==> src/rtl/dmem_access_ctrl_pkg.sv <==
// Shared CPU package: opcode constants, data-memory FSM encoding and defaults.
// Latency: n/a (declarations only).
// Backpressure: n/a.
package dmem_access_ctrl_pkg;

  // Major opcodes of the load/store instructions steered to the MEM stage
  localparam logic [6:0] OPC_LOAD  = 7'b0000011;
  localparam logic [6:0] OPC_STORE = 7'b0100011;

  // Data-memory access controller states
  typedef enum logic [1:0] {
    ST_IDLE = 2'd0,
    ST_BUSY = 2'd1,
    ST_DONE = 2'd2
  } dmem_state_e;

  // Default number of BUSY cycles allowed before giving up on the memory
  localparam int DMEM_TIMEOUT_DEF = 16;

  // Width of the wait counter; never below one bit so TIMEOUT=1 still builds
  function automatic int dmem_cnt_w(input int timeout);
    return (timeout > 1) ? $clog2(timeout) : 1;
  endfunction

endpackage

==> src/rtl/dmem_access_ctrl_if.sv <==
// Pipeline-side and memory-side signals of the data-memory access controller.
// Latency: n/a (wiring only).
// Backpressure: stall_o from the controller freezes the pipeline side.
interface dmem_access_ctrl_if #(
  parameter int DATA_W = 32
);

  // pipeline side
  logic              MemRead_i;
  logic              MemWrite_i;
  logic [DATA_W-1:0] addr_i;
  logic [DATA_W-1:0] wdata_i;
  logic              stall_o;
  logic [DATA_W-1:0] rdata_o;

  // memory side
  logic              mem_req_o;
  logic              mem_we_o;
  logic [DATA_W-1:0] mem_addr_o;
  logic [DATA_W-1:0] mem_wdata_o;
  logic              mem_ack_i;
  logic [DATA_W-1:0] mem_rdata_i;

  // error reporting
  logic              err_clr_i;
  logic              err_o;

  // controller view
  modport slave (
    input  MemRead_i, MemWrite_i, addr_i, wdata_i,
    input  mem_ack_i, mem_rdata_i, err_clr_i,
    output stall_o, rdata_o, mem_req_o, mem_we_o, mem_addr_o, mem_wdata_o, err_o
  );

  // pipeline + memory view (drives the controller)
  modport master (
    output MemRead_i, MemWrite_i, addr_i, wdata_i,
    output mem_ack_i, mem_rdata_i, err_clr_i,
    input  stall_o, rdata_o, mem_req_o, mem_we_o, mem_addr_o, mem_wdata_o, err_o
  );

endinterface

==> src/rtl/dmem_access_ctrl.sv <==
// MEM-stage data-memory access controller: IDLE/BUSY/DONE FSM with wait-timeout.
// Latency: 2 stall cycles for a zero-wait memory, +1 per extra wait cycle; TIMEOUT+1 on timeout.
// Backpressure: stall_o freezes the whole pipeline while a request is pending or in flight.
module dmem_access_ctrl
  import dmem_access_ctrl_pkg::*;
#(
  parameter int DATA_W  = 32,
  parameter int TIMEOUT = DMEM_TIMEOUT_DEF
) (
  input  logic               clk_i,
  input  logic               rst_i,
  dmem_access_ctrl_if.slave  bus
);

  localparam int                CNT_W    = dmem_cnt_w(TIMEOUT);
  localparam logic [CNT_W-1:0]  CNT_LAST = CNT_W'(TIMEOUT - 1);

  dmem_state_e       r_state;
  logic [CNT_W-1:0]  r_cnt;
  logic              r_req;
  logic              r_we;
  logic [DATA_W-1:0] r_addr;
  logic [DATA_W-1:0] r_wdata;
  logic [DATA_W-1:0] r_rdata;
  logic              r_err;

  logic              w_acc_req;
  logic              w_timeout;

  assign w_acc_req = bus.MemRead_i | bus.MemWrite_i;

  // Last permitted BUSY cycle passed without an ack; an ack on that cycle takes priority
  assign w_timeout = (r_state == ST_BUSY) && !bus.mem_ack_i && (r_cnt == CNT_LAST);

  // Access FSM, wait counter, latched request fields, load data and sticky error
  always_ff @(posedge clk_i or posedge rst_i) begin
    if (rst_i) begin
      r_state <= ST_IDLE;
      r_cnt   <= '0;
      r_req   <= 1'b0;
      r_we    <= 1'b0;
      r_addr  <= '0;
      r_wdata <= '0;
      r_rdata <= '0;
      r_err   <= 1'b0;
    end else begin
      case (r_state)
        ST_IDLE: begin
          if (w_acc_req) begin
            // read+write together is a store
            r_addr  <= bus.addr_i;
            r_wdata <= bus.wdata_i;
            r_we    <= bus.MemWrite_i;
            r_cnt   <= '0;
            r_req   <= 1'b1;
            r_state <= ST_BUSY;
          end
        end
        ST_BUSY: begin
          if (bus.mem_ack_i) begin
            if (!r_we) begin
              r_rdata <= bus.mem_rdata_i;
            end
            r_req   <= 1'b0;
            r_state <= ST_DONE;
          end else if (w_timeout) begin
            // give the pipeline a defined zero instead of stale data
            r_rdata <= '0;
            r_req   <= 1'b0;
            r_state <= ST_DONE;
          end else begin
            r_cnt <= r_cnt + 1'b1;
          end
        end
        ST_DONE: begin
          // pipeline advances on this edge, so never re-accept the same access here
          r_state <= ST_IDLE;
        end
        default: begin
          r_state <= ST_IDLE;
          r_req   <= 1'b0;
        end
      endcase

      // set beats clear
      if (w_timeout) begin
        r_err <= 1'b1;
      end else if (bus.err_clr_i) begin
        r_err <= 1'b0;
      end
    end
  end

  // Stall asserts in the same cycle a request shows up, and for the whole BUSY phase
  assign bus.stall_o     = ((r_state == ST_IDLE) && w_acc_req) || (r_state == ST_BUSY);
  assign bus.mem_req_o   = r_req;
  assign bus.mem_we_o    = r_we;
  assign bus.mem_addr_o  = r_addr;
  assign bus.mem_wdata_o = r_wdata;
  assign bus.rdata_o     = r_rdata;
  assign bus.err_o       = r_err;

endmodule

==> src/flat_wrapper.sv <==
// flat-port wrapper written by rule: the top's interface ports become plain ports
module dmem_access_ctrl_flat import dmem_access_ctrl_pkg::*;
#(
  parameter int DATA_W  = 32,
  parameter int TIMEOUT = DMEM_TIMEOUT_DEF
)
  (clk_i, rst_i, bus_MemRead_i, bus_MemWrite_i, bus_addr_i, bus_wdata_i, bus_mem_ack_i, bus_mem_rdata_i, bus_err_clr_i, bus_stall_o, bus_rdata_o, bus_mem_req_o, bus_mem_we_o, bus_mem_addr_o, bus_mem_wdata_o, bus_err_o);
  dmem_access_ctrl_if #(.DATA_W(DATA_W)) bus_i ();
  input  logic clk_i;
  input  logic rst_i;
  input wire logic [$bits(bus_i.MemRead_i)-1:0] bus_MemRead_i;
  input wire logic [$bits(bus_i.MemWrite_i)-1:0] bus_MemWrite_i;
  input wire logic [$bits(bus_i.addr_i)-1:0] bus_addr_i;
  input wire logic [$bits(bus_i.wdata_i)-1:0] bus_wdata_i;
  input wire logic [$bits(bus_i.mem_ack_i)-1:0] bus_mem_ack_i;
  input wire logic [$bits(bus_i.mem_rdata_i)-1:0] bus_mem_rdata_i;
  input wire logic [$bits(bus_i.err_clr_i)-1:0] bus_err_clr_i;
  output wire logic [$bits(bus_i.stall_o)-1:0] bus_stall_o;
  output wire logic [$bits(bus_i.rdata_o)-1:0] bus_rdata_o;
  output wire logic [$bits(bus_i.mem_req_o)-1:0] bus_mem_req_o;
  output wire logic [$bits(bus_i.mem_we_o)-1:0] bus_mem_we_o;
  output wire logic [$bits(bus_i.mem_addr_o)-1:0] bus_mem_addr_o;
  output wire logic [$bits(bus_i.mem_wdata_o)-1:0] bus_mem_wdata_o;
  output wire logic [$bits(bus_i.err_o)-1:0] bus_err_o;
  assign bus_i.MemRead_i = bus_MemRead_i;
  assign bus_i.MemWrite_i = bus_MemWrite_i;
  assign bus_i.addr_i = bus_addr_i;
  assign bus_i.wdata_i = bus_wdata_i;
  assign bus_i.mem_ack_i = bus_mem_ack_i;
  assign bus_i.mem_rdata_i = bus_mem_rdata_i;
  assign bus_i.err_clr_i = bus_err_clr_i;
  assign bus_stall_o = bus_i.stall_o;
  assign bus_rdata_o = bus_i.rdata_o;
  assign bus_mem_req_o = bus_i.mem_req_o;
  assign bus_mem_we_o = bus_i.mem_we_o;
  assign bus_mem_addr_o = bus_i.mem_addr_o;
  assign bus_mem_wdata_o = bus_i.mem_wdata_o;
  assign bus_err_o = bus_i.err_o;
  dmem_access_ctrl #(.DATA_W(DATA_W), .TIMEOUT(TIMEOUT)) u_core (.clk_i(clk_i), .rst_i(rst_i), .bus(bus_i));
endmodule
==> config.mk <==
export PLATFORM = sky130hd
export DESIGN_NAME = dmem_access_ctrl_flat
export DESIGN_NICKNAME = d
export VERILOG_FILES = /design/src/rtl/dmem_access_ctrl_pkg.sv /design/src/rtl/dmem_access_ctrl_if.sv /design/src/rtl/dmem_access_ctrl.sv /design/src/flat_wrapper.sv
export SDC_FILE = /design/constraint.sdc
export NUM_CORES = 1
export LEC_CHECK = 0
export CELL_PAD_IN_SITES_DETAIL_PLACEMENT = 2
export CELL_PAD_IN_SITES_GLOBAL_PLACEMENT = 2
export CORE_MARGIN = 2
export CORE_UTILIZATION = 26
export CTS_BUF_LIST = sky130_fd_sc_hd__clkbuf_16
export CTS_CLUSTER_SIZE = 10
export DETAILED_ROUTE_END_ITERATION = 6
export GPL_TIMING_DRIVEN = 0
export PLACE_DENSITY = 0.79
export SYNTH_ARGS = -nofsm -noshare
export SYNTH_HDL_FRONTEND = slang
export SYNTH_SLANG_ARGS = --single-unit
==> constraint.sdc <==
create_clock -name clk_i -period 4.4 [get_ports clk_i]
set_clock_uncertainty 0.2 [all_clocks]
set_input_delay 0.44 -clock clk_i [delete_from_list [all_inputs] [get_ports clk_i]]
set_output_delay 0.44 -clock clk_i [all_outputs]
set_load 0.01 [all_outputs]
==> impl_metrics.csv <==
group,metric,value,unit
run_status,status,"complete, no violations",
global_route,grt_overflow,0,
synth,synth_top_area_cell,"dfrtp_1",
routing,drt_iter0_drc,55,
synth,yosys.area.top_type_share,58.7,%
final_layout,fin_util,42.1,%
synth,syn_inst,315,
timing,fin_crit,2.56,ns
die,ios,202,
die,chipHeight,135,µm
synth,yosysWarnings,0,
clocking,cts-root-buf,"clkbuf_16",
timing,tightest_slew,0.673,ns
routing,post_drt_wl_per_cell,17.6,µm
global_route,grt_pass1_wl,21200,µm
pwr,cellLeakagePower,3.04,nW
timing,rsz0062_at_grt,"no",
synth,seq_area_frac_synth,58.7,%
routing,ant_nets,0,
clocking,cts_tree,"yes",
final_layout,final_cell_mix,"clkdlybuf4s50_1 (200), dfrtp_1 (105), inv_1 (38), mux2_4 (38), nand2_1 (34)",
critical_path,path_max_fanout,4,
placed_design,dp.cells,736,
critical_path,critPathCaptureType,"output pin",
final_layout,num_antenna_cells,0,
critical_path,critPathArrivalTime,1.92,ns
pwr,power_density,695,nW/µm²
pwr,vdd_drop_max,0.000227,V
timing,period_share,58.2,%
clocking,postCtsSetupRepairBufs,0,
worst_hold_path,hold_class,"in -> reg",
final_layout,final_cells,752,
timing,finalSetupViolCount,0,
die,core,16700,µm²
timing,finalHoldViolCount,0,
pwr,power,4.89,mW
clocking,clockBufferDepth,2,
synth,syn_area_per_cell,14.2,µm²
global_route,grt_use_total,15.0,%
clocking,clkLatencyLatePin,0.34,ns
clocking,cts.sinks,105,
clocking,clkSlewWorstSetupHoldPaths,0.07,ns
global_route,antenna_found_initial,0,
placed_design,portBuffers,200,
routing,first_pass_iters,3,
critical_path,r2r_slack,2.52,ns
synth,synth-seq-cells,105,
job,drv_cap,0,
placed_design,placed_cell_area,6780,µm²
die,die_w,135,µm
die,rows,47,
final_layout,mostFrequentLayoutCell,"clkdlybuf4s50_1",
placed_design,place_congestion,0.716,
routing,drt-total-wl,13200,µm
critical_path,critical_path_required,3.76,ns
final_layout,final_area,7040,µm²
timing,slew_headroom,55.1,%
routing,via_per_inst,4.25,
routing,drc,0,
routing,vias,3198,
synth,synth.distinct_cells,33,
synth,ys_top_cells_by_area,"dfrtp_1 (59%), mux2_4 (13%), mux2i_1 (7.4%), mux2_2 (6.5%), inv_1 (3.1%)",
synth,synth_area,4470,µm²
clocking,ctsResizeCount,0,
critical_path,path_class,"in -> out",
die,die-area,18300,µm²
timing,fmax,391,MHz
final_layout,drive_gt1_share,18.0,%
die,initial_core_util,26.8,%
final_layout,syn2layout_area_growth,57.3,%
clocking,cts_buffers,9,
final_layout,fin_nets,630,
final_layout,fill_cells,1694,
placed_design,dpl.hpwl,10100,µm
clocking,cts-hold-fix-buffers,0,
global_route,grt_pass1_vias,3774,
global_route,grt_max_degree,56,
critical_path,cp-start-kind,"input port",
timing,drv_slew,0,
clocking,cts-htree-levels,3,
synth,syn_nets,418,
==> final timing paths <==
| check | start | endpoint | depth (start not counted) |
|---|---|---|---|
| setup / recovery | bus_MemWrite_i | bus_stall_o | 4 |
| hold / removal | bus_mem_ack_i | u_core.bus.rdata_o[20] | 3 |
| setup reg to reg | u_core.r_state[0] | u_core.bus.mem_addr_o[30] | 5 |
| hold reg to reg | u_core.bus.mem_req_o | u_core.bus.mem_req_o | 1 |
| max in group asynchronous | rst_i | u_core.bus.mem_addr_o[0] | 3 |
| min in group asynchronous | rst_i | u_core.bus.mem_wdata_o[20] | 2 |
==> kinds of logic after synthesis <==
group	after synthesis	share of synthesized area, %
flops	105	58.7
compound gates	13	2.29
buf+inv	51	6.57
simple gates	48	5.43
mux	97	26.7
fa+ha+maj	1	0.280
==> state kept, by name, indices dropped and copies added (netlist names) <==
signal                  count
u_core.bus.mem_addr_o      32
u_core.bus.mem_wdata_o     32
u_core.bus.rdata_o         32
u_core.r_cnt                4
u_core.r_state              2
u_core.bus.err_o            1
u_core.bus.mem_req_o        1
u_core.bus.mem_we_o         1
==> Yosys cell counts <==
cell type  instances
o221ai_1           1
nor3b_1            1
clkbuf_1           3
nand4b_4           1
a21oi_1            1
buf_8              1
or3_1              1
nand2_1           34
inv_1             37
a22o_1             1
nor2_1             2
or3b_4             1
o22ai_1            3
buf_12             4
o221ai_2           1
ha_1               1
nand2b_1           2
a21oi_4            1
o21ai_0            2
nor2b_1            1
mux2_4            38
o31ai_1            1
mux2i_1           33
dfrtp_1          105
mux2_2            26
buf_6              1
nor2_4             1
o21ai_1            1
and3_1             1
buf_4              5
a21o_1             1
nand3_1            1
or2_4              2
==> metrics by stage <==
step / setup WS (ns) / hold WS, ns / TNS (ns)
2_1_floorplan: 0.999 / 0.278 / 0
6_report: 1.84 / 0.178 / 0
4_1_cts: 1.80 / 0.167 / 0
5_1_grt: 1.77 / 0.190 / 0
3_5_place_dp: 1.82 / 0.265 / 0
3_3_place_gp: -0.739 / 0.266 / -76.68
==> where the power goes <==
group | leakage [nW] | switching [mW] | internal, mW
registers | 1.26 | 0.278 | 1.44
clock network | 0.136 | 0.351 | 0.373
logic | 1.64 | 0.928 | 1.52
==> final cells by class <==
cell class	count	area, µm²	area share [%]
Clock inverter	7	30.0	0.427
Multi-Input combinational cell	159	1550	22.1
Clock buffer	9	225	3.20
Sequential cell	105	2630	37.3
Tap cell	220	275	3.91
Buffer	14	155	2.21
Timing Repair Buffer	201	2030	28.8
Inverter	37	141	2.01
==> worst max-delay path, cell delays in order <==
cell and delay, ns:
clkdlybuf4s50_1 0.42, nor2_1 0.36, o21ai_0 0.15, clkdlybuf4s50_1 0.55
==> metal layers <==
| metal | vias to the layer above | global-route usage [%] | part of all wire [%] |
|---|---|---|---|
| met1 | 1617 | 16.9 | 39 |
| met2 | 107 | 27.0 | 53 |
| met4 | 0 | 4.17 | 1.3 |
| met3 | 10 | 5.31 | 7.0 |
| met5 | - | 0 | 0 |
| li1 | 1464 | - | - |
(Power assumes the default switching activity.)
